### src/rtl/chord_song_reader.sv
// chord_song_reader
//
// Sequencer that walks one song in an external synchronous song ROM and feeds
// the three-voice note player with note-load commands. Consecutive note
// entries form a chord; wait entries insert a beat-timed pause; a wait entry
// with zero duration marks the end of the song.
//
// Ports:
//   clk         system clock
//   reset       asynchronous, active-high; returns the block to IDLE
//   play        level: 1 = run, 0 = pause (all state frozen)
//   song        song select, latched when leaving IDLE
//   beat        one-cycle beat tick (48 Hz)
//   voice_free  note player can accept a load this cycle
//   rom_addr    registered ROM address {song_latched, index}
//   rom_data    ROM word, captured at the end of the second FETCH cycle
//   new_note    one-cycle load strobe to the note player
//   note        note to load, held until the next note entry is decoded
//   duration    duration in beats, held until the next note entry is decoded
//   advance     note-player counter enable
//   song_done   one-cycle pulse on entering DONE
//
// ROM word: [15] is_wait, [14:9] note, [8:3] duration, [2:0] reserved.

module chord_song_reader (
  input  logic        clk,
  input  logic        reset,
  input  logic        play,
  input  logic [1:0]  song,
  input  logic        beat,
  input  logic        voice_free,
  output logic [6:0]  rom_addr,
  input  logic [15:0] rom_data,
  output logic        new_note,
  output logic [5:0]  note,
  output logic [5:0]  duration,
  output logic        advance,
  output logic        song_done
);

  typedef enum logic [2:0] {
    S_IDLE   = 3'd0,
    S_FETCH  = 3'd1,
    S_DECODE = 3'd2,
    S_LOAD   = 3'd3,
    S_WAIT   = 3'd4,
    S_NEXT   = 3'd5,
    S_DONE   = 3'd6
  } state_t;

  // Captured word keeps only the meaningful fields: {is_wait, note, duration}.
  function automatic logic word_is_wait(input logic [12:0] w);
    return w[12];
  endfunction

  function automatic logic [5:0] word_note(input logic [12:0] w);
    return w[11:6];
  endfunction

  function automatic logic [5:0] word_duration(input logic [12:0] w);
    return w[5:0];
  endfunction

  state_t      state_r, state_s;
  logic [1:0]  song_r, song_s;
  logic [4:0]  index_r, index_s;
  logic        fetch_cnt_r, fetch_cnt_s;
  logic [12:0] word_r, word_s;
  logic [5:0]  beat_cnt_r, beat_cnt_s;
  logic [5:0]  note_r, note_s;
  logic [5:0]  duration_r, duration_s;
  logic        advance_r;
  logic        song_done_r;
  logic        load_s;

  // Reserved ROM bits carry no meaning and are dropped on capture.
  logic        rsvd_unused_s;
  assign rsvd_unused_s = ^rom_data[2:0];

  // Next-state, datapath updates and the load strobe.
  always_comb begin
    state_s     = state_r;
    song_s      = song_r;
    index_s     = index_r;
    fetch_cnt_s = fetch_cnt_r;
    word_s      = word_r;
    beat_cnt_s  = beat_cnt_r;
    note_s      = note_r;
    duration_s  = duration_r;
    load_s      = 1'b0;

    if ((state_r != S_IDLE) && (song != song_r)) begin
      // A new song selection abandons the current one, even while paused.
      state_s = S_IDLE;
    end else if (play) begin
      case (state_r)
        S_IDLE: begin
          song_s      = song;
          index_s     = 5'd0;
          fetch_cnt_s = 1'b0;
          state_s     = S_FETCH;
        end
        S_FETCH: begin
          // Two-cycle fetch: the ROM word is stable by the second cycle.
          if (fetch_cnt_r == 1'b0) begin
            fetch_cnt_s = 1'b1;
          end else begin
            fetch_cnt_s = 1'b0;
            word_s      = rom_data[15:3];
            state_s     = S_DECODE;
          end
        end
        S_DECODE: begin
          if (!word_is_wait(word_r)) begin
            // note/duration are loaded here so they are already valid
            // during the LOAD cycle and stay put after the strobe.
            note_s     = word_note(word_r);
            duration_s = word_duration(word_r);
            state_s    = S_LOAD;
          end else if (word_duration(word_r) == 6'd0) begin
            state_s = S_DONE;
          end else begin
            // A beat in this cycle is deliberately not counted.
            beat_cnt_s = word_duration(word_r);
            state_s    = S_WAIT;
          end
        end
        S_LOAD: begin
          if (voice_free) begin
            load_s  = 1'b1;
            state_s = S_NEXT;
          end else begin
            state_s = S_LOAD;
          end
        end
        S_WAIT: begin
          if (beat) begin
            if (beat_cnt_r <= 6'd1) begin
              beat_cnt_s = 6'd0;
              state_s    = S_NEXT;
            end else begin
              beat_cnt_s = beat_cnt_r - 6'd1;
            end
          end else begin
            beat_cnt_s = beat_cnt_r;
          end
        end
        S_NEXT: begin
          // No wrap: the last slot of a song terminates it.
          if (index_r == 5'd31) begin
            state_s = S_DONE;
          end else begin
            index_s     = index_r + 5'd1;
            fetch_cnt_s = 1'b0;
            state_s     = S_FETCH;
          end
        end
        S_DONE: begin
          state_s = S_DONE;
        end
        default: begin
          state_s = S_IDLE;
        end
      endcase
    end else begin
      // Paused: everything holds.
      state_s = state_r;
    end
  end

  // State, datapath and registered output flops.
  always_ff @(posedge clk or posedge reset) begin
    if (reset) begin
      state_r     <= S_IDLE;
      song_r      <= 2'd0;
      index_r     <= 5'd0;
      fetch_cnt_r <= 1'b0;
      word_r      <= 13'd0;
      beat_cnt_r  <= 6'd0;
      note_r      <= 6'd0;
      duration_r  <= 6'd0;
      advance_r   <= 1'b0;
      song_done_r <= 1'b0;
    end else begin
      state_r     <= state_s;
      song_r      <= song_s;
      index_r     <= index_s;
      fetch_cnt_r <= fetch_cnt_s;
      word_r      <= word_s;
      beat_cnt_r  <= beat_cnt_s;
      note_r      <= note_s;
      duration_r  <= duration_s;
      // Registered from the next state so advance rises with the first FETCH.
      advance_r   <= play & (state_s != S_IDLE) & (state_s != S_DONE);
      song_done_r <= (state_s == S_DONE) & (state_r != S_DONE);
    end
  end

  assign rom_addr  = {song_r, index_r};
  // The strobe must answer voice_free in the same cycle, so it is decoded
  // straight from the state register; reset clears it asynchronously.
  assign new_note  = load_s;
  assign note      = note_r;
  assign duration  = duration_r;
  assign advance   = advance_r;
  assign song_done = song_done_r;

endmodule

### config.mk
export PLATFORM = sky130hd
export DESIGN_NAME = chord_song_reader
export DESIGN_NICKNAME = d
export VERILOG_FILES = /design/src/rtl/chord_song_reader.sv
export SDC_FILE = /design/constraint.sdc
export NUM_CORES = 1
export LEC_CHECK = 0
export BUFFER_PORTS_ARGS = -buffer_cell sky130_fd_sc_hd__buf_2
export CAP_MARGIN = 25
export CORE_MARGIN = 2
export CORE_UTILIZATION = 61
export CTS_BUF_LIST = sky130_fd_sc_hd__clkbuf_8
export DETAILED_ROUTE_END_ITERATION = 16
export PLACE_DENSITY = 0.87
export SETUP_SLACK_MARGIN = 0.15
export SYNTH_ARGS = -nofsm -noshare
export SYNTH_HDL_FRONTEND = slang
export SYNTH_SLANG_ARGS = --single-unit
### constraint.sdc
create_clock -name clk -period 3.4 [get_ports clk]
set_input_delay 0.68 -clock clk [delete_from_list [all_inputs] [get_ports clk]]
set_output_delay 0.68 -clock clk [all_outputs]
set_load 0.01 [all_outputs]
# Yosys cells after proc, flatten, opt, wreduce, memory -nomap -nowiden
# Index checks and enable logic that the tools add are counted.
[word_totals] reg_bits=44 out_inout_bits=22 word_cells=71
[classes] n_addsub=2 n_lt_le_gt_ge=1 n_eq_ne=15 n_mux=24 bitwise_logic=5 reduce_logical=14
[ops] op="3-bit two-way mux" count=8
[ops] op="6-bit two-way mux" count=4
[ops] op="3-bit one-hot mux with 7 select lines" count=1
[ops] op="4-bit AND reduction" count=4
[ops] op="3-bit equality test (second input constant)" count=4
[ops] op="6-bit one-hot mux with 2 select lines" count=1
[ops] op="5-bit one-hot mux with 2 select lines" count=1
[ops] op="3-bit nonzero test" count=3
[ops] op="2-bit inequality test (second input constant)" count=4
[ops] op="3-bit by 2-bit equality test with 1-bit output (second input constant)" count=2
[ops] op="6-bit by 1-bit <= comparator with 1-bit output (second input constant)" count=1
[ops] op="6-bit logical NOT" count=1
[ops] op="1-bit two-way mux" count=6
[ops] op="3-bit inequality test (second input constant)" count=2
[ops] op="6-bit AND reduction" count=1
[ops] op="6-bit by 1-bit subtractor with 6-bit output (second input constant)" count=1
[ops] op="5-bit by 1-bit adder with 5-bit output (second input constant)" count=1
[ops] op="5-bit equality test (second input constant)" count=1
[ops] op="5-bit two-way mux" count=1
[ops] op="2-bit nonzero test" count=2
[ops] op="1-bit AND" count=3
[ops] op="3-bit by 1-bit equality test with 1-bit output (second input constant)" count=1
[ops] op="3-bit logical NOT" count=1
[ops] op="1-bit one-hot mux with 3 select lines" count=1
[ops] op="other kinds (5)" count=6

# Depth between registers and ports, before layout
# Gate-level depths: netlist (run 1).
[depth] ltp_word=9 ltp_mapped=8

# Least setup slack after synthesis (run 1)
# Ideal clock, no wire load.
[synth_timing] path_kind="input to output" start="input port song[0]" end="output port new_note" arrival_ns=1.719 required_time_ns=2.720 path_slack_ns=1.001 stages=5 cell_sequence="xnor2_1 -> and2_1 -> clkbuf_1 -> o21ai_0 -> nor3_1"
[synth_between] elab_chain_cells=3
[synth_rtl] item="from (decl)" line_no="29" rtl="input logic [1:0] song,"
[synth_rtl] item="2-bit inequality test" line_no="92" rtl="if ((state_r != S_IDLE) && (song != song_r)) begin"
[synth_rtl] item="1-bit logical AND" line_no="92"
[synth_rtl] item="1-bit two-way mux" line_no="92"
[synth_rtl] item="to (decl)" line_no="34" rtl="output logic new_note,"
# No other way between the ends.

# Worst setup path in the final report (run 1)
[layout_timing] start="register state_r[1]" end="output port new_note"
[layout_between] elab_chain_cells=4
[layout_rtl] item="from (decl)" line_no="64" rtl="state_t state_r, state_s;"
[layout_rtl] item="from (signal assigned)" line_no="185" rtl="state_r <= state_s;"
[layout_rtl] item="3-bit by 2-bit equality test with 1-bit output" line_no="96" rtl="case (state_r)"
[layout_rtl] item="1-bit two-way mux" line_no="96"
[layout_rtl] item="1-bit two-way mux" line_no="95" rtl="end else if (play) begin"
[layout_rtl] item="1-bit two-way mux *" line_no="92"
# Mark *: on every way between the ends. The rest lies on a longest branch, timed or not.

==> results of run 1 <==
==> how the worst min path moves through the flow <==
stage,to,cells past startpoint,slack (ps)
floorplan,beat_cnt_r[5],2,480
global placement,note[5],1,480
detailed placement,duration[5],1,490
CTS,word_r[12],3,440
global route,song_r[0],3,460
finish,song_r[0],3,430
==> Yosys cell counts (2+ instances only) <==
cell type / count
sky130_fd_sc_hd__a211oi_1: 2
sky130_fd_sc_hd__a21oi_1: 6
sky130_fd_sc_hd__a31oi_1: 2
sky130_fd_sc_hd__a32oi_1: 2
sky130_fd_sc_hd__and2_1: 2
sky130_fd_sc_hd__buf_2: 4
sky130_fd_sc_hd__buf_6: 2
sky130_fd_sc_hd__clkbuf_1: 4
sky130_fd_sc_hd__dfrtp_1: 44
sky130_fd_sc_hd__ha_1: 4
sky130_fd_sc_hd__inv_1: 8
sky130_fd_sc_hd__mux2_2: 29
sky130_fd_sc_hd__nand2_1: 6
sky130_fd_sc_hd__nand2b_1: 4
sky130_fd_sc_hd__nand3_1: 3
sky130_fd_sc_hd__nand3b_1: 2
sky130_fd_sc_hd__nor2_1: 17
sky130_fd_sc_hd__nor2b_1: 2
sky130_fd_sc_hd__nor3_1: 9
sky130_fd_sc_hd__nor3b_1: 4
sky130_fd_sc_hd__o21ai_0: 14
sky130_fd_sc_hd__o31ai_1: 2
sky130_fd_sc_hd__or4_1: 2
sky130_fd_sc_hd__or4_4: 2
sky130_fd_sc_hd__xnor2_1: 4
==> cell usage in the layout (no fill, tap or decap), types with 2 or more instances in the layout <==
cell,Yosys,routed
sky130_fd_sc_hd__o21ai_0,14,14
sky130_fd_sc_hd__or4_1,2,2
sky130_fd_sc_hd__buf_2,4,41
sky130_fd_sc_hd__nand2_1,6,6
sky130_fd_sc_hd__dfrtp_1,44,44
sky130_fd_sc_hd__inv_1,8,8
sky130_fd_sc_hd__xnor2_1,4,4
sky130_fd_sc_hd__buf_4,1,3
sky130_fd_sc_hd__a32oi_1,2,2
sky130_fd_sc_hd__nor3_1,9,8
sky130_fd_sc_hd__a211oi_1,2,2
sky130_fd_sc_hd__mux2_2,29,29
sky130_fd_sc_hd__clkbuf_8,0,6
sky130_fd_sc_hd__nand2b_1,4,4
sky130_fd_sc_hd__o31ai_1,2,2
sky130_fd_sc_hd__nor2_1,17,17
sky130_fd_sc_hd__nand3_1,3,3
sky130_fd_sc_hd__nor3b_1,4,4
sky130_fd_sc_hd__nand3b_1,2,2
sky130_fd_sc_hd__nor3_2,1,2
sky130_fd_sc_hd__a21oi_1,6,6
sky130_fd_sc_hd__or4_4,2,2
sky130_fd_sc_hd__a31oi_1,2,2
sky130_fd_sc_hd__and2_1,2,2
sky130_fd_sc_hd__ha_1,4,4
sky130_fd_sc_hd__nor2b_1,2,2
==> state kept, by name, summed over array words and instances, names as in the netlist <==
signal	count
advance	1
word_r	13
index_r	5
duration	6
fetch_cnt_r	1
song_done	1
song_r	2
state_r	3
beat_cnt_r	6
note	6
==> metal layers <==
metal,vias to the layer above,share of wire,routed length [um],global-route usage
met5,-,0,0,0
met4,0,0.014,65,0.06250
met3,7,0.068,313,0.05903
met2,63,0.48,2216,0.3905
met1,846,0.44,2007,0.3341
li1,833,-,-,-
==> logic make-up after synthesis <==
logic type	Yosys count
xor+xnor	4
buf+inv	19
compound gates	41
simple gates	63
fa+ha+maj	4
mux	30
flops	44
==> worst reg2reg max path, delay by kind of cell (launching register included) <==
kind / cells / cell delay (ps)
flip-flops: 1 / 750
AND/OR/NAND/NOR: 2 / 810
AO/OA/AOI/OAI: 3 / 590
==> cell type report <==
cell class / count / area (um^2) / share of cell area
clock inverters: 2 / 38.79 / 0.01480
inverters: 8 / 30.03 / 0.01146
well taps: 48 / 60.06 / 0.02292
flip-flops and latches: 44 / 1101 / 0.4203
clock buffers: 6 / 82.58 / 0.03152
repair buffers: 44 / 227.7 / 0.08691
multi-input cells: 142 / 1080 / 0.4121
==> power groups by stage <==
stage	sequential [mW]	combinational, mW	clock (mW)
after floorplan	0.811	0.426	0
after global placement	0.838	0.540	0
after detailed placement	0.850	0.559	0
after CTS	0.843	0.568	0.423
after global routing	0.871	0.629	0.448
final	0.848	0.566	0.420
==> stage by stage <==
stage | setup slack, ps | util | hold WS, ps | cell area [um^2] | cells
3_3_place_gp | 863.8 | 0.6929 | 480.1 | 2499 | 286
2_1_floorplan | 1001 | - | 476.1 | 2271 | 205
4_1_cts | 806.8 | 0.7266 | 437.9 | 2620 | 294
5_1_grt | 613.6 | 0.7266 | 462.8 | 2620 | 294
6_report | 792.5 | 0.7266 | 431.2 | 2620 | 294
3_5_place_dp | 833.1 | 0.6929 | 489.4 | 2499 | 286
==> run summary, run 1 <==
The share of synthesized area spent on multiplexers works out to 0.1504. The fraction of power spent switching nets came out at 0.3478. In this run the clock root is driven by a sky130_fd_sc_hd__clkbuf_8. The detailed-placement wirelength estimate is 3172 um. The number of setup buffers added after CTS is 0. The post-CTS resize count came out at 0.

The detailed router placed 1,749 vias in this run. The tools report the critical path endpoint category as a primary output. The biggest area contributor in the post-synthesis netlist is sky130_fd_sc_hd__dfrtp_1. The path class of the tightest hold or removal check is primary input to asynchronous set/reset pin.

The worst setup path is of the register to primary output kind. The die is 65.02 um tall. The per-instance average area after synthesis was 11.08 um^2; the leakage dissipation was 1.289 nW. Area growth from synthesis to final layout: 15.37%.

Max-cap violations in this run came to 0. The tools report the via count of the first global-routing pass as 1,688. The synthesized netlist occupies a cell area of 2271 um^2.

Row generation in the floorplan step produced 22 rows. Clock latency on the worst-skew pair, taken at its later pin, is 300 ps. In the final design database the tool counted 272 nets. For flop-to-flop paths, the worst setup slack is 1120 ps. Fill cells in the final layout number 252.

For the number of endpoints with negative hold slack in the final report, the log shows 0. The number of register bits inferred by synthesis is 44. Following the worst setup path forward leads to its endpoint at new_note.

Traced cell by cell, the critical path runs through nor3_1 -> o21ai_0 -> nor3_1 -> buf_2. Top-area cell type share of the netlist area: 0.4848. Ranked by total cell area, the synthesized netlist is headed by sky130_fd_sc_hd__dfrtp_1 48%, sky130_fd_sc_hd__mux2_2 14%, sky130_fd_sc_hd__o21ai_0 3.1%, sky130_fd_sc_hd__nor2_1 2.8%, sky130_fd_sc_hd__ha_1 2.2%. Along the worst path, the maximum fanout reaches 20. Xor-xnor portion of the synthesized cell area: 0.01543.

The relative contribution of combinational cells to total power was 0.309. The buffering stage count on the worst path with inverters included is 1. The number of synthesized flops with an enable pin works out to 0. The tools report the hold-fix buffer count after cts as 0.

The portion of total power attributed to sequential cells is 0.462. During synthesis, Yosys emitted a total of 0 warnings. The logs give 0.6298 for the initial cell density of the core and 0 for the number of design rule violations left after detail routing. The max-slew violation total from the final report is 0, and the fraction of the mapped netlist area in simple logic gates is 0.1609. The worst ir drop on vdd came out at 0.4991 mV. 45 I/O pins were placed. The run finished with clean final reports.

The fraction of the mapped netlist area in adder cells was 0.02204. The total internal power was 1.196 mW. Global routing finished with a remaining overflow of 0. The cell family contributing the most delay on the critical path is simple AND/OR/NAND/NOR gates.

After clock tree synthesis, the clock-pin slew on the worst setup and hold paths is 80 ps. In the final routed layout, each cell accounts on average for 15.65 um. For the arrival time of the worst setup path, the log shows 1930 ps. The slowest library cell on the worst path is sky130_fd_sc_hd__dfrtp_1. In this run the power spent charging and discharging nets is 0.6379 mW.

The logs give 0 for the antenna diode instance count and 0.2430 for the total routing usage reported by global routing. The total area inside the core boundary comes to 3606 um^2. After the first detailed-routing iteration, the DRC count stood at 266.

For the initial antenna violation count, the log shows 0. The logs give 2 for the count of H-tree levels built during CTS and 2 for the maximum root-to-sink buffer count. Part of the cycle the worst path needs: 0.7669. The number of nets produced by synthesis is 232, and the routability congestion estimate from global placement is 0.8995. Adding up every negative setup slack in the final design gives 0 ps.

In this design, the critical path's most frequently occurring cell is sky130_fd_sc_hd__nor3_1. The first detailed-routing pass took 4 iterations. The main combinational cell family by area after synthesis is simple AND/OR/NAND/NOR gates. The run gives 4227 um^2 as the full die area.

In the routed layout, each cell is associated on average with a via count of 5.949. The number of sinks handled by clock tree synthesis is 44, and the fraction of registers with async set/reset is 1.000. During placement, the flow inserted port buffers numbering 41. The path length in cells of the critical path was 4. For the clock skew after layout, the log shows 6.441 ps. For the remaining max-slew budget at the tightest pin, the log shows 0.5791. For the post-synthesis cell type count, the log shows 50. The routed design has 4602 um of wire. Proportion of synthesized chip area in sequential cells: 0.4848.

Setup violations remaining at the end of the flow were counted as 0. The delay of the slowest cell on the worst path is 600 ps. In this run the critical register-to-register path is captured at beat_cnt_r[1].

For the worst setup path, the data required time is 2720 ps. TritonCTS built the clock tree. Setup repair after global routing left no endpoint under its margin.

The total power divided by cell area came out at 699.9 nW/um^2. The cell count after synthesis came out at 205. Buffers inserted during clock tree synthesis total 5. For the clock network fraction of design power, the log shows 0.229.

The share of layout cells above drive strength 1 was 0.3618. Startpoint of the lowest-slack register-to-register path: state_r[2]. The worst setup path is launched from a register.

The horizontal die dimension is 65.02 um. The worst reg-to-reg path cell count works out to 5. The detail route stage leaves a number of antenna-violating nets equal to 0. Top flip-flop cell by instance count after synthesis: sky130_fd_sc_hd__dfrtp_1. The largest net degree at the start of global routing was 26. After layout, the minimum clock period comes to 2608 ps. The compound-gate portion of the synthesized area was 0.1245; the fmax was 383.5 MHz.

Startpoint of the worst setup timing path: state_r[1]. For the first-pass GRT wire length, the log shows 7879 um. At the pin with the least slew margin, the transition time is 631.4 ps. Overall power consumption after layout is estimated at 1.834 mW.
Power figures use the tool's default switching activity.
==> run 2, diff against run 1 <==
--- a/config.mk
+++ b/config.mk
@@ -8,10 +8,10 @@
 export BUFFER_PORTS_ARGS = -buffer_cell sky130_fd_sc_hd__buf_2
 export CAP_MARGIN = 25
 export CORE_MARGIN = 2
-export CORE_UTILIZATION = 61
+export CORE_UTILIZATION = 57
 export CTS_BUF_LIST = sky130_fd_sc_hd__clkbuf_8
 export DETAILED_ROUTE_END_ITERATION = 16
-export PLACE_DENSITY = 0.87
+export PLACE_DENSITY = 0.82
 export SETUP_SLACK_MARGIN = 0.15
 export SYNTH_ARGS = -nofsm -noshare
 export SYNTH_HDL_FRONTEND = slang
==> constraint.sdc (replaced) <==
create_clock -name clk -period 2.6 [get_ports clk]
set_input_delay 0.52 -clock clk [delete_from_list [all_inputs] [get_ports clk]]
set_output_delay 0.52 -clock clk [all_outputs]
set_load 0.01 [all_outputs]
==> run summary, run 2 (synthesized netlist as in run 1, its figures left out) <==
The number of max-cap violations came out at 0 (unchanged). The sum of overflow across all layers after global routing is 0 (unchanged). The via density per instance was 5.777 (-2.9%); the leakage dissipation was 1.294 nW (+0.36%). The initial antenna violation count came out at 0 (unchanged). The number of sinks handled by clock tree synthesis came out at 44 (unchanged). Setup repair after global routing left no endpoint under its margin.

The critical path endpoint category was a primary output. More flip-flops sit in one register than any other, and that register is word_r. Capturing element of the worst setup path: new_note.

Endpoint of the lowest-slack register-to-register path: advance. The run gives 22 (unchanged) as the row count. Compared with the post-synthesis result, the final layout area differs by 15.81%. The area after detailed placement is 2514 um^2 (+0.60%), and the initial cell density of the core is 0.6066 (-0.02315). The post-detailed-route count of antenna-violating nets was 0 (unchanged). The logs give 0 (unchanged) for the hold-fix buffer count after cts and 0 (unchanged) for the post-CTS resize count. For the total wirelength of the detailed-routed design, the log shows 4485 um (-2.5%).

The total power divided by cell area was 906.3 nW/um^2 (+29%); the worst ir drop on vdd was 0.7122 mV (+43%). The share of layout cells above drive strength 1 is 0.3710 (+0.009179), and the fill cell instance count of the final layout is 296 (+17%). The clock slew at the register clock pins of the worst setup and hold paths works out to 90 ps (about the same).

The logs give 288 (+0.70%) for the total placed cells including tap cells and 1,710 (-2.2%) for the via count. For the post-layout instance count excluding filler cells, the log shows 296 (+0.68%). The arrival time of the worst setup path is 1790 ps (-140 ps). The logs give 4 (unchanged) for the number of iterations in the first detailed-routing pass and 2 (unchanged) for the count of H-tree levels built during CTS.

For the final-report setup violation count, the log shows 0 (unchanged). The logs give 3744 um^2 (+3.8%) for the core outline area and 159 (-40%) for the number of DRC markers in iteration 0. The startpoint of the lowest-slack register-to-register path is index_r[0]. Shortest period the worst path allows: 2313 ps. The number of I/O port buffers was 41 (unchanged).

The worst min-delay path class is primary input to asynchronous set/reset pin. The tools report the number of design rule violations left after detail routing as 0 (unchanged). The worst setup path is launched from a register. The routability congestion estimate from global placement was 0.8544 (-5.0%); the clock latency on the worst-skew pair was 310 ps (about the same). Full die area: 4505 um^2 (+6.6%).

The run gives 8.030 ps (+1.589 ps) as the clock skew after layout. The tools report the detailed-placement wirelength estimate as 3156 um (-0.48%). The horizontal die dimension works out to 67.12 um (+3.2%). The logs give 0 (unchanged) for the number of endpoints with negative hold slack in the final report and 274 (+0.74%) for the net count of the finished layout.

The part of the cycle the worst path needs is 0.8896, and the number of clock buffers inserted by TritonCTS is 5 (unchanged). Largest net degree at the start of global routing: 45 (+73%). In this run the worst setup path begins at state_r[0].

The routed wirelength normalized by instance count is 15.15 um (-3.2%), and the max-slew violation total from the final report is 0 (unchanged). The critical setup path kind was register to primary output. The logs give 0 (unchanged) for the antenna diode instance count and 0 (unchanged) for the number of buffers inserted to repair setup after CTS. The reg2reg setup slack is 400 ps (-720 ps). The via count of the first global-routing pass is 1,699 (+0.65%), and the count of boundary I/O pins is 45 (unchanged). The actual transition at the worst max-transition pin was 536.6 ps (-94.79 ps). The first-pass GRT wire length is 7803 um (-0.96%), and the number of flip-flops under the largest register name is 13 (unchanged). The vertical die dimension works out to 67.12 um (+3.2%). The total non-filler cell area in the finished layout is 2630 um^2 (+0.38%), and the utilization of the core after routing is 0.7025 (-0.02404). The maximum fanout along the worst path is 17 (-15%).

The run finished with clean final reports. The most frequent standard cell in the layout excluding fill and tap cells was sky130_fd_sc_hd__dfrtp_1. The worst reg-to-reg path cell count was 7 (+2). The logs give 2080 ps (-640 ps) for the data required time of the worst path and 0.2340 (-0.008942) for the total routing usage reported by global routing. The accumulated negative setup slack was 0 ps (unchanged).

TritonCTS built the clock tree. In the layout the commonest cells are 44 x sky130_fd_sc_hd__dfrtp_1, 41 x sky130_fd_sc_hd__buf_2, 29 x sky130_fd_sc_hd__mux2_2, 17 x sky130_fd_sc_hd__nor2_1, 14 x sky130_fd_sc_hd__o21ai_0. Static timing analysis puts the maximum clock frequency at 432.4 MHz. The remaining max-slew budget at the tightest pin is 0.6423 (+0.06319). The cell sitting at the root of the clock tree is a sky130_fd_sc_hd__clkbuf_8. The maximum root-to-sink buffer count is 2 (unchanged).
## run 2: layer usage
| metal | part of all wire | global-route usage | up-vias |
|---|---|---|---|
| met5 | 0 | 0 | - |
| met4 | 0.015 | 0.09184 | 0 |
| met3 | 0.061 | 0.07432 | 6 |
| met2 | 0.49 | 0.3874 | 45 |
| met1 | 0.43 | 0.2834 | 821 |
| li1 | - | - | 838 |
## run 2: worst min path at each step
stage | to | depth (start not counted)
after floorplan | beat_cnt_r[5] | 2
after global placement | note[5] | 1
after detailed placement | note[3] | 1
after CTS | duration[0] | 3
after global routing | duration[0] | 3
final | note[0] | 3
## run 2: final cells by class
class	instances	area, um^2	area share
tap	48	60.06	0.02284
clock buffer	5	68.82	0.02617
timing repair buffer	46	242.7	0.09229
multi-input combinational	142	1081	0.4110
clock inverter	3	46.29	0.01760
sequential	44	1101	0.4187
inverter	8	30.03	0.01142
## run 2: where the power goes
part,switching (mW),internal (mW),leakage [nW]
registers,0.198,0.888,0.578
logic,0.387,0.375,0.661
clock network,0.246,0.289,0.0548
## run 2: per-stage QoR
step	power, mW	setup WS (ps)	hold slack [ps]
CTS	2.399	272.2	349.6
finish	2.384	287.1	336.9
floorplan	1.617	521.1	476.1
global route	2.544	166.0	393.4
global placement	1.824	409.8	479.9
detailed placement	1.861	397.8	492.7
## run 2: critical path, stage by stage (launching register included)
cell	delay, ps
sky130_fd_sc_hd__dfrtp_1	560
sky130_fd_sc_hd__nor3_1	390
sky130_fd_sc_hd__o21ai_0	190
sky130_fd_sc_hd__nor3_1	190
sky130_fd_sc_hd__buf_2	150
==> run 3, diff against run 2 <==
--- a/config.mk
+++ b/config.mk
@@ -7,11 +7,12 @@
 export LEC_CHECK = 0
 export BUFFER_PORTS_ARGS = -buffer_cell sky130_fd_sc_hd__buf_2
 export CAP_MARGIN = 25
-export CORE_MARGIN = 2
-export CORE_UTILIZATION = 57
+export CELL_PAD_IN_SITES_DETAIL_PLACEMENT = 1
+export CELL_PAD_IN_SITES_GLOBAL_PLACEMENT = 1
+export CORE_UTILIZATION = 44
 export CTS_BUF_LIST = sky130_fd_sc_hd__clkbuf_8
 export DETAILED_ROUTE_END_ITERATION = 16
-export PLACE_DENSITY = 0.82
+export PLACE_DENSITY_LB_ADDON = 0.1
 export SETUP_SLACK_MARGIN = 0.15
 export SYNTH_ARGS = -nofsm -noshare
 export SYNTH_HDL_FRONTEND = slang
==> run summary, run 3 (synthesized netlist as in run 1, its figures left out) <==
The flow ran to the end, and the final reports show no timing, DRC or antenna violations. The final-report setup violation count came out at 0 (unchanged). The share of layout cells above drive strength 1 came out at 0.3750 (+0.004032). The reg2reg setup slack was 360 ps (-40 ps).

By startpoint and endpoint, the worst setup path is classified as register to register. The first-pass GRT wire length was 8776 um (+12%). The logs give 2 (unchanged) for the count of H-tree levels built during CTS and 290 ps (-20 ps) for the clock latency on the worst-skew pair. Ranked by flip-flop count, first place goes to word_r. The remaining max-slew budget at the tightest pin was 0.6229 (-0.01936). The root buffer cell chosen for the clock tree is sky130_fd_sc_hd__clkbuf_8.

The number of sinks handled by clock tree synthesis is 44 (unchanged). The horizontal die dimension came out at 73.84 um (+10%). The total routing usage reported by global routing is 0.2148 (-0.01924), and the total non-filler cell area in the finished layout is 2633 um^2 (about the same).

Setup repair after global routing left no endpoint under its margin. The number of I/O port buffers is 41 (unchanged), and the number of buffers inserted to repair setup after CTS is 0 (unchanged). For the number of design rule violations left after detail routing, the log shows 0 (unchanged).

The post-CTS resize count was 0 (unchanged). The row count was 25 (+14%); the amount of wire on met2 after detailed routing was 2721 um (+23%). The routed wirelength normalized by instance count was 16.57 um (+9.4%); the total area of sequential cells was 1101 um^2 (unchanged). The tools report the fmax as 447.2 MHz (+3.4%). The most frequent standard cell in the layout excluding fill and tap cells is sky130_fd_sc_hd__dfrtp_1.

The run gives 2 (unchanged) as the maximum root-to-sink buffer count. For the leakage dissipation, the log shows 1.281 nW (-0.97%). The tightest min-delay check is of the primary input to asynchronous set/reset pin type. The shortest period the worst path allows is 2236 ps (-76.82 ps), and the total placed cells including tap cells is 308 (+6.9%). Initial cell density of the core: 0.4684 (-0.1382). The actual transition at the worst max-transition pin came out at 561.3 ps (+24.71 ps). Antenna diode instance count: 0 (unchanged).

The utilization of the core after routing came out at 0.5430 (-0.1596). The critical path starts at word_r[0]. The run gives 0.4922 mV (-31%) as the worst ir drop on vdd. The full die area was 5452 um^2 (+21%); the via count was 1,750 (+2.3%). The logs give 2245 um (+16%) for the routed metal-1 wire length and 1086 um^2 (+0.46%) for the total area of multi-input combinational cells. The total power divided by cell area is 864.7 nW/um^2 (-4.6%).

The run gives 2.276 mW (-4.5%) as the total power consumption of the routed design. The clock network fraction of design power was 0.177 (-0.047). The detailed-placement wirelength estimate came out at 3951 um (+25%).

The number of endpoints with negative hold slack in the final report came out at 0 (unchanged). The run gives 275 (+0.36%) as the net count of the finished layout. The tools report the fill cell instance count of the final layout as 558 (+89%). Number of flip-flops under the largest register name: 13 (unchanged).

The logs give 5221 um (+16%) for the total wirelength of the detailed-routed design and 0.8270 mW (-0.47%) for the switching component of the power. The portion of total power attributed to sequential cells is 0.482 (+0.026), and the number of iterations in the first detailed-routing pass is 4 (unchanged). The run gives 2545 um^2 (+1.2%) as the area after detailed placement.

The highest metal layer carrying signal wires in the routed design is met4. The tools report the startpoint of the lowest-slack register-to-register path as word_r[0]. The number of DRC markers in iteration 0 is 55 (-65%), and the part of the cycle the worst path needs is 0.8600 (-0.02954). The via density per instance was 5.556 (-3.8%); the maximum fanout along the worst path was 11 (-6). The run gives 8.552 ps (+0.5222 ps) as the clock skew after layout.

The core outline area is 4848 um^2 (+30%), and the hold-fix buffer count after cts is 0 (unchanged). For the total internal power, the log shows 1.449 mW (-6.6%). For the post-layout instance count excluding filler cells, the log shows 315 (+6.4%). Initial antenna violation count: 0 (unchanged). The tools report the sum of overflow across all layers after global routing as 0 (unchanged). The routability congestion estimate from global placement came out at 0.7483 (-12%). The area growth from synthesis to final layout was 15.92% (about the same). Vertical die dimension: 73.84 um (+10%). TritonCTS built the clock tree. The worst setup path is captured at a register.

The run gives 1,863 (+9.7%) as the via count of the first global-routing pass. The fraction of power spent switching nets was 0.3633 (+0.01469); the number of clock buffers inserted by TritonCTS was 5 (unchanged). The logs give 0 (unchanged) for the max-slew violation total from the final report and 2780 ps (+700 ps) for the data required time of the worst path. STA classifies the critical path startpoint as a register. Wire length on met3: 200 um (-27%). Count of boundary I/O pins: 45 (unchanged).

The clock slew at the register clock pins of the worst setup and hold paths works out to 80 ps (about the same). The post-detailed-route count of antenna-violating nets was 0 (unchanged). The relative contribution of combinational cells to total power came out at 0.340 (+0.020). The accumulated negative setup slack is 0 ps (unchanged), and the largest net degree at the start of global routing is 22 (-51%). The tools report the arrival time of the worst setup path as 2410 ps (+620 ps).

The top cell types in the final layout, fill and taps aside, are 44 x sky130_fd_sc_hd__dfrtp_1, 41 x sky130_fd_sc_hd__buf_2, 29 x sky130_fd_sc_hd__mux2_2, 17 x sky130_fd_sc_hd__nor2_1, 14 x sky130_fd_sc_hd__o21ai_0. Number of max-cap violations: 0 (unchanged).
run 3: changes by cell type in the layout (fill, tap and decap cells not counted):
cell and change:
sky130_fd_sc_hd__inv_6 -1, sky130_fd_sc_hd__clkinv_2 +1, sky130_fd_sc_hd__nor3_2 +1, sky130_fd_sc_hd__inv_1 -1
sky130_fd_sc_hd__clkinv_1 +1, sky130_fd_sc_hd__nor3_1 -1, sky130_fd_sc_hd__buf_4 +1, sky130_fd_sc_hd__bufinv_16 -1
run 3: path summary, 6_finish.rpt:
check,to,depth (start not counted)
setup / recovery,beat_cnt_r[4],4
hold / removal,note[2],2
setup reg to reg,beat_cnt_r[4],4
hold reg to reg,duration[3],1
max in group asynchronous,song_done,3
min in group clk,word_r[3],2
run 3: through the flow:
stage | worst slack [ps] | hold WS [ps]
2_1_floorplan | 521.1 | 476.1
3_3_place_gp | 380.0 | 459.8
3_5_place_dp | 346.4 | 471.9
4_1_cts | 276.5 | 149.4
5_1_grt | 206.3 | 172.9
6_report | 363.9 | 156.3
run 3: power by group through the flow:
| stage | combinational [mW] | clock (mW) | sequential (mW) |
|---|---|---|---|
| after global placement | 0.758 | 0 | 1.10 |
| after global routing | 0.860 | 0.452 | 1.14 |
| after floorplan | 0.556 | 0 | 1.06 |
| final | 0.775 | 0.403 | 1.10 |
| after detailed placement | 0.779 | 0 | 1.11 |
| after CTS | 0.781 | 0.428 | 1.10 |
run 3: cell type report:
cell class | count | area share
Sequential cell | 44 | 0.4183
Clock buffer | 5 | 0.02614
Inverter | 8 | 0.01141
Multi-Input combinational cell | 142 | 0.4125
Timing Repair Buffer | 47 | 0.09506
Clock inverter | 2 | 0.004753
Tap cell | 67 | 0.03184
run 3: per-layer routing:
metal,track usage,up-vias
met3,0.05213,7
met4,0.06624,0
met5,0,-
met2,0.3925,33
met1,0.2454,875
li1,-,835
run 3: critical path: stages, from the launching register on:
cell and delay [ps]:
sky130_fd_sc_hd__dfrtp_1 420, sky130_fd_sc_hd__or4_4 550, sky130_fd_sc_hd__o311a_1 320, sky130_fd_sc_hd__o221ai_2 440, sky130_fd_sc_hd__mux2_2 390
